===== src/rtl/pipe_pkg.sv =====
// rtl/pipe_pkg.sv - shared pipeline constants, PC-source encodings and fetch state type
package pipe_pkg;

  localparam logic [31:0] NOP_INST = 32'h0000_0013;

  localparam logic [1:0] PCSRC_SEQ  = 2'b00;
  localparam logic [1:0] PCSRC_BR   = 2'b01;
  localparam logic [1:0] PCSRC_JALR = 2'b10;

  localparam int IFID_W = 97;

  typedef enum logic [1:0] {
    F_IDLE,
    F_REQ,
    F_HOLD,
    F_DRAIN
  } fetch_state_t;

  typedef struct packed {
    logic [31:0] inst;
    logic [31:0] pc;
    logic [31:0] pc_plus4;
    logic        valid;
  } ifid_t;

endpackage


===== src/rtl/dffREC.sv =====
// rtl/dffREC.sv - register with enable and synchronous clear, async reset
module dffREC #(
  parameter int           W       = 1,
  parameter logic [W-1:0] RST_VAL = '0
) (
  input  logic         i_clk,
  input  logic         i_rst,
  input  logic         i_en,
  input  logic         i_clr,
  input  logic [W-1:0] i_d,
  output logic [W-1:0] o_q
);

  logic [W-1:0] r_q;

  // Clear reloads the reset value and overrides the enable.
  always_ff @(posedge i_clk or posedge i_rst) begin
    if (i_rst) begin
      r_q <= RST_VAL;
    end else if (i_clr) begin
      r_q <= RST_VAL;
    end else if (i_en) begin
      r_q <= i_d;
    end
  end

  assign o_q = r_q;

endmodule


===== src/rtl/fetch_stage.sv =====
// rtl/fetch_stage.sv - IF stage: PC, variable-latency imem req/ack fetch, redirect/stall/flush, IF/ID register
module fetch_stage #(
  parameter logic [31:0] RESET_PC = 32'h0000_0000,
  parameter logic [31:0] NOP_INST = pipe_pkg::NOP_INST
) (
  input  logic        clk,
  input  logic        reset_x,
  output logic        Fo_imemReq,
  output logic [31:0] Fo_imemAddr,
  input  logic        Fi_imemAck,
  input  logic [31:0] Fi_imemRdata,
  input  logic        Fi_stall,
  input  logic        Di_flush,
  input  logic [1:0]  Ei_PCSrc,
  input  logic [31:0] Ei_PCTarget,
  input  logic [31:0] Ei_ALUResult,
  output logic [31:0] Do_inst,
  output logic [31:0] Do_PC,
  output logic [31:0] Do_PCPlus4,
  output logic        Do_valid
);

  import pipe_pkg::*;

  localparam ifid_t IFID_BUBBLE = '{inst: NOP_INST, pc: 32'h0, pc_plus4: 32'h0, valid: 1'b0};

  fetch_state_t r_state;
  logic [31:0]  r_pc;
  logic         r_req;
  logic [31:0]  r_buf_inst;
  logic [31:0]  r_buf_pc;

  logic         w_redirect;
  logic [31:0]  w_target;
  logic [31:0]  w_pc_plus4;
  logic         w_fetch_ack;
  logic         w_ifid_en;
  ifid_t        w_ifid_d;
  ifid_t        w_ifid_q;

  assign w_redirect  = (Ei_PCSrc == PCSRC_BR) || (Ei_PCSrc == PCSRC_JALR);
  assign w_target    = ((Ei_PCSrc == PCSRC_JALR) ? Ei_ALUResult : Ei_PCTarget) & ~32'h3;
  assign w_pc_plus4  = r_pc + 32'd4;
  assign w_fetch_ack = (r_state == F_REQ) && Fi_imemAck;

  // A redirect always drops whatever is arriving or buffered this cycle.
  always_comb begin
    w_ifid_d = IFID_BUBBLE;
    if (!w_redirect) begin
      if (w_fetch_ack) begin
        w_ifid_d = '{inst: Fi_imemRdata, pc: r_pc, pc_plus4: w_pc_plus4, valid: 1'b1};
      end else if (r_state == F_HOLD) begin
        w_ifid_d = '{inst: r_buf_inst, pc: r_buf_pc, pc_plus4: r_buf_pc + 32'd4, valid: 1'b1};
      end
    end
  end

  assign w_ifid_en = ~Fi_stall | Di_flush;

  always_ff @(posedge clk or posedge reset_x) begin
    if (reset_x) begin
      r_state    <= F_IDLE;
      r_pc       <= RESET_PC & ~32'h3;
      r_req      <= 1'b0;
      r_buf_inst <= NOP_INST;
      r_buf_pc   <= 32'h0;
    end else begin
      case (r_state)
        F_IDLE: begin
          r_state <= F_REQ;
          r_req   <= 1'b1;
          if (w_redirect) r_pc <= w_target;
        end
        F_REQ: begin
          if (w_redirect) begin
            r_pc <= w_target;
            if (!Fi_imemAck) begin
              r_state <= F_DRAIN;
              r_req   <= 1'b0;
            end
          end else if (Fi_imemAck) begin
            r_pc <= w_pc_plus4;
            if (Fi_stall) begin
              r_buf_inst <= Fi_imemRdata;
              r_buf_pc   <= r_pc;
              r_state    <= F_HOLD;
              r_req      <= 1'b0;
            end
          end
        end
        F_HOLD: begin
          if (w_redirect) r_pc <= w_target;
          if (w_redirect || !Fi_stall) begin
            r_state <= F_REQ;
            r_req   <= 1'b1;
          end
        end
        F_DRAIN: begin
          // The killed response still has to arrive before a new request is issued.
          if (w_redirect) r_pc <= w_target;
          if (Fi_imemAck) begin
            r_state <= F_REQ;
            r_req   <= 1'b1;
          end
        end
        default: begin
          r_state <= F_IDLE;
          r_req   <= 1'b0;
        end
      endcase
    end
  end

  dffREC #(
    .W       (IFID_W),
    .RST_VAL (IFID_BUBBLE)
  ) u_ifid (
    .i_clk (clk),
    .i_rst (reset_x),
    .i_en  (w_ifid_en),
    .i_clr (Di_flush),
    .i_d   (w_ifid_d),
    .o_q   (w_ifid_q)
  );

  assign Fo_imemReq  = r_req;
  assign Fo_imemAddr = r_pc;
  assign Do_inst     = w_ifid_q.inst;
  assign Do_PC       = w_ifid_q.pc;
  assign Do_PCPlus4  = w_ifid_q.pc_plus4;
  assign Do_valid    = w_ifid_q.valid;

endmodule


===== config.mk =====
export PLATFORM = sky130hd
export DESIGN_NAME = fetch_stage
export DESIGN_NICKNAME = d
export VERILOG_FILES = /design/src/rtl/pipe_pkg.sv /design/src/rtl/dffREC.sv /design/src/rtl/fetch_stage.sv
export SDC_FILE = /design/constraint.sdc
export NUM_CORES = 1
export LEC_CHECK = 0
export ABC_AREA = 1
export CAP_MARGIN = 20
export CORE_UTILIZATION = 35
export DETAILED_ROUTE_END_ITERATION = 16
export DONT_BUFFER_PORTS = 1
export GPL_ROUTABILITY_DRIVEN = 0
export MAX_ROUTING_LAYER = met4
export SETUP_SLACK_MARGIN = 0.3
export SYNTH_ARGS = -nofsm -noshare
export SYNTH_HDL_FRONTEND = slang
export SYNTH_SLANG_ARGS = --single-unit

===== constraint.sdc =====
create_clock -name clk -period 8.1 [get_ports clk]
set_input_delay 1.215 -clock clk [delete_from_list [all_inputs] [get_ports clk]]
set_output_delay 1.215 -clock clk [all_outputs]
set_load 0.01 [all_outputs]

# --- Word level (Yosys, flattened, before mapping) ---
# Index checks and enable logic that the tools add are counted.
word_totals:
  register_bits: 196
  inputBits: 103
  output_inout_bits: 130
op_classes:
  add_sub_neg: 2
  eq_ne: 11
  mux: 24
  n_bitwise: 3
  n_reduce_logical: 10
ops:
  columns: ["operator", "count"]
  rows:
  - ["97-bit two-way mux", 5]
  - ["32-bit two-way mux", 4]
  - ["32-bit by 3-bit adder with 32-bit output (second input constant)", 2]
  - ["32-bit case mux with 2 select lines", 1]
  - ["2-bit two-way mux", 6]
  - ["3-bit != test (second input constant)", 3]
  - ["2-bit case mux with 4 select lines", 1]
  - ["2-bit equality test (second input constant)", 3]
  - ["1-bit two-way mux", 6]
  - ["5-bit AND reduction", 1]
  - ["2-bit by 1-bit equality test with 1-bit output (second input constant)", 2]
  - ["2-bit by 1-bit != test with 1-bit output (second input constant)", 2]
  - ["1-bit case mux with 4 select lines", 1]
  - ["4-bit AND reduction", 1]
  - ["3-bit OR reduction", 1]
  - ["2-bit zero test", 1]
  - ["1-bit logical OR", 2]
  - ["2-bit != test (second input constant)", 1]
  - ["1-bit NOT", 2]
  - ["2-bit AND reduction", 1]
  - ["2-bit nonzero test", 1]
  - ["1-bit logical AND", 1]
  - ["1-bit zero test", 1]
  - ["1-bit bitwise OR", 1]

# --- Longest topological paths before layout ---
depth:
  ltp_word: 6
  ltp_mapped: 12

# --- By module ---
# From an unflattened synthesis, not the netlist that was laid out.
hier_totals:
  cells_unflattened: 1582
  area_unflattened_um2: 11088.1
by_module_without_submodules:
  columns: ["module", "instances", "cells_per_inst", "area_per_inst_um2", "seq_area_each_um2"]
  rows:
  - ["fetch_stage", 1, 1160, 7272.0, 2381.0]
  - ["dffREC", 1, 422, 3816.2, 2431.1]

# --- Worst setup path before layout ---
# OpenSTA, ideal clock, no wires.
synth_path:
  path_type: "input to register"
  from: "in Ei_PCSrc[0]"
  to: "reg r_pc[13], in the netlist Fo_imemAddr[13]"
  setup_time_ns: 0.131
  arrival_ns: 2.396
  required_time_ns: 7.969
  path_slack_ns: 5.573
  cell_stages: 9
  path_buffers: 2
  cell_sequence: "inv_1 > ha_1 > inv_2 > nor2_4 > inv_2 > buf_2 > buf_2 > nor2_1 > o22ai_1"
synth_between:
  elab_chain_len: 4
  word_cells_on_any_way: 10
synth_lines:
  columns: ["item", "line_no", "rtl"]
  rows:
  - ["start, declared", "fetch_stage.sv:14", "input logic [1:0] Ei_PCSrc,"]
  - ["2-bit equality test or 2-bit by 1-bit equality test with 1-bit output (tied branches)", "fetch_stage.sv:41, fetch_stage.sv:42", null]
  - ["32-bit two-way mux or 1-bit logical OR (tied branches)", "fetch_stage.sv:42, fetch_stage.sv:41", null]
  - ["32-bit two-way mux (tied with other cells)", "fetch_stage.sv:72, fetch_stage.sv:92, fetch_stage.sv:100", null]
  - ["32-bit case mux with 2 select lines or 2-bit AND reduction (tied branches)", null, null]
  - ["end signal, assigned", "fetch_stage.sv:72", "if (w_redirect) r_pc <= w_target;"]
  - ["end signal, assigned", "fetch_stage.sv:92", "if (w_redirect) r_pc <= w_target;"]
  - ["end signal, assigned", "fetch_stage.sv:100", "if (w_redirect) r_pc <= w_target;"]
  - ["end, declared", "fetch_stage.sv:28", "logic [31:0] r_pc;"]
# Several ways; a longest one is shown, not always the timed one. The select of a mux whose other input is x is not followed.
# A chain may end at the register's enable or synchronous reset.

# --- Worst setup path in the final report ---
layout_path:
  from: "in Ei_PCSrc[0]"
  to: "reg r_buf_inst[4]"
layout_between:
  elab_chain_len: 4
  word_cells_on_any_way: 5
layout_lines:
  columns: ["item", "line_no", "rtl"]
  rows:
  - ["2-bit by 1-bit equality test with 1-bit output or 2-bit equality test (tied branches)", "fetch_stage.sv:41", "assign w_redirect = (Ei_PCSrc == PCSRC_BR) || (Ei_PCSrc == PCSRC_JALR);"]
  - ["1-bit logical OR *", "fetch_stage.sv:41", null]
  - ["1-bit NOT (no source line) *", null, null]
  - ["4-bit AND reduction (no source line) *", null, null]
  - ["end signal, assigned", "fetch_stage.sv:84", "r_buf_inst <= Fi_imemRdata;"]
  - ["end, declared", "fetch_stage.sv:30", "logic [31:0] r_buf_inst;"]
# Every way passes the cells marked *; elsewhere a longest branch is shown, timed or not.

==> qor.txt <==
Starting density of the core: 0.357
Post-synth ARST share: 1.00
Vias in the first global route: 8032
# rows: 62
Setup TNS Final: 0 ns
Cells after Synth: 1367
Area share of the largest cell type after synthesis: 0.445
Top-count cell post-synth: nand2_1
Fin. Hold Viols: 0
Largest cells by area after synthesis: dfrtp_1 (45%), nand2_1 (17%), o21ai_0 (6.7%)
Critical path's largest stage delay: 0.87 ns
Detailed Route Iter0 Violations: 939
Crit share post-route: 0.441
Register bit count reported by yosys: 189
Clock Path Buffers: 2
Hold crit path type: reg2reg
PwrDens: 316 nW/um^2
Largest net degree at the start of global routing: 121
Critical path class: in2reg
Vias per inst: 5.20
Synth area leader: dfrtp_1
Vias: 8940
List of most frequent post-synthesis cells: nand2_1 (472), dfrtp_1 (183), o21ai_0 (138)
Register area share after synthesis: 0.461
Arrival time at the worst endpoint: 3.94 ns
Hold-fix buffers at CTS: 0
Req. time, crit path: 8.47 ns
Ys flop type: dfrtp_1
ANT cells: 0
CTS H-Tree Depth: 4
Slowest CP cell: nor2_4
CTS tree: yes
Yosys cell types: 38
Die height: 173 um
Layout Skew: 0.0189 ns
Slew @ Worst Pin: 1.06 ns
Post-cts resize count: 0
Number of I/O port buffers: 0
Reg clk slew, reported paths: 0.07 ns
Post-CTS setup buffer count: 0
# nets final: 1429
CP Cell Sequence: inv_1 > ha_1 > nand2_1 > nor2_4 > buf_4 > mux2_2
Mean post-synth cell area: 7.52 sq um
Max IR drop VDD: 0.145 mV
Placed inst area: 10500 sq um
RSZ-0062 raised after global routing: false
Drt pass-1 iters: 5
Clk_lat worst skew: 0.45 ns
Total Power: 3.50 mW
Antenna violations before repair: 0
FMAX: 280 MHz
GRT Total Usage: 0.219
# DRC: 0
Relative slew slack: 0.293
Multi-input gate area: 4720 sq um
CTS root buffer: clkbuf_16
Final Max Tran Viols: 0
Leak: 5.19 nW
Num CTS Buffers: 17
First-pass GRT wire length: 49000 um
Share of cells above drive strength 1: 0.0592
CP Launch Type: primary input
Core area: 28800 sq um
HPWL after detailed placement: 23000 um
Cell Area, Synth: 10300 sq um
Ports: 233
EDFF count, synth: 0
CTS Sinks: 189
Tmin final: 3.57 ns
CP endpoint kind: register
Outcome: finished clean
Finish-stage setup viols: 0
Seq. cell area: 4740 sq um
Max_cap viols: 0
Finished Cell Area: 11100 sq um
Fillers: 3004
Die X: 173 um
Worst Path Max Fanout: 68
Die ar.: 30100 sq um
Routed len/inst: 18.7 um
Area added between synthesis and finish: 7.77%
Routed wire length: 32100 um
Remaining antenna violation count after routing: 0
Global route total overflow: 0
Syn. warnings: 0
power by group:
group	leakage, nW	internal, mW	switching [mW]	total, mW
logic	2.46	0.303	0.726	1.03
registers	2.44	1.20	0.371	1.57
clock network	0.294	0.517	0.384	0.901
total	5.19	2.02	1.48	3.50
cells by family after synthesis:
family,after synthesis,share of synthesized area
xor+xnor,15,0.0135
mux,11,0.0111
buf+inv,194,0.0815
compound gates,260,0.156
other cells,1,0.000365
simple gates,694,0.273
flops,189,0.461
fa+ha+maj,3,0.00365
worst paths after layout:
kind | startpoint | endpoint | slack [ns] | cells past startpoint
setup / recovery | Ei_PCSrc[0] | r_buf_inst[4] | 4.53 | 6
hold / removal | r_buf_inst[14] | r_buf_inst[14] | 0.53 | 2
setup reg to reg | r_state[1] | r_buf_inst[4] | 4.66 | 5
hold reg to reg | r_buf_inst[14] | r_buf_inst[14] | 0.53 | 2
max in group asynchronous | reset_x | u_ifid.o_q[26] | 5.86 | 2
min in group asynchronous | reset_x | r_buf_inst[27] | 0.76 | 1
layer usage:
| metal | vias to the layer above | GRT usage | part of all wire |
|---|---|---|---|
| met4 | 0 | 0.0771 | 0.025 |
| met1 | 4222 | 0.309 | 0.48 |
| li1 | 4332 | - | - |
| met3 | 33 | 0.0570 | 0.080 |
| met2 | 353 | 0.299 | 0.42 |
| met5 | - | - | 0 |
state kept, by name (all words and copies together) (netlist names):
signal and count:
r_buf_pc 30, Fo_imemReq 1, r_state 2, r_buf_inst 32, u_ifid.o_q 94, Fo_imemAddr 30
critical path: cells and delay by family:
family,cells,cell delay (ns)
fa+ha+maj,1,0.46
mux,1,0.40
simple gates,2,1.11
buf+inv,2,0.69
per-stage QoR:
stage / std cells / setup slack, ns / hold slack, ns / utilization
2_1_floorplan: 1368 / 1.75 / 0.501 / -
3_3_place_gp: 1688 / 4.16 / 0.519 / 0.364
3_5_place_dp: 1688 / 4.10 / 0.525 / 0.364
4_1_cts: 1718 / 4.58 / 0.540 / 0.385
5_1_grt: 1718 / 4.39 / 0.555 / 0.385
6_report: 1718 / 4.53 / 0.533 / 0.385
cells in the final DEF (no fill, tap or decap), drive strengths merged, types with 6 or more instances in the layout:
master and instances:
dfrtp 183, xor2 15, a21oi 14, inv 125, mux2i 8, a22o 55
o22ai 26, nor2 130, o21ai 147, nand2 481, buf 7, clkbuf 17
o211ai 10, nand3 76, dfstp 6
area by class of cell:
class                           instances  share of cell area
Clock buffer                           17              0.0384
Clock inverter                         13              0.0172
Inverter                              123              0.0426
Multi-Input combinational cell        985               0.426
Sequential cell                       189               0.428
Tap cell                              384              0.0434
Timing Repair Buffer                    7             0.00474
Note: power is estimated with default switching activity, not from simulation.
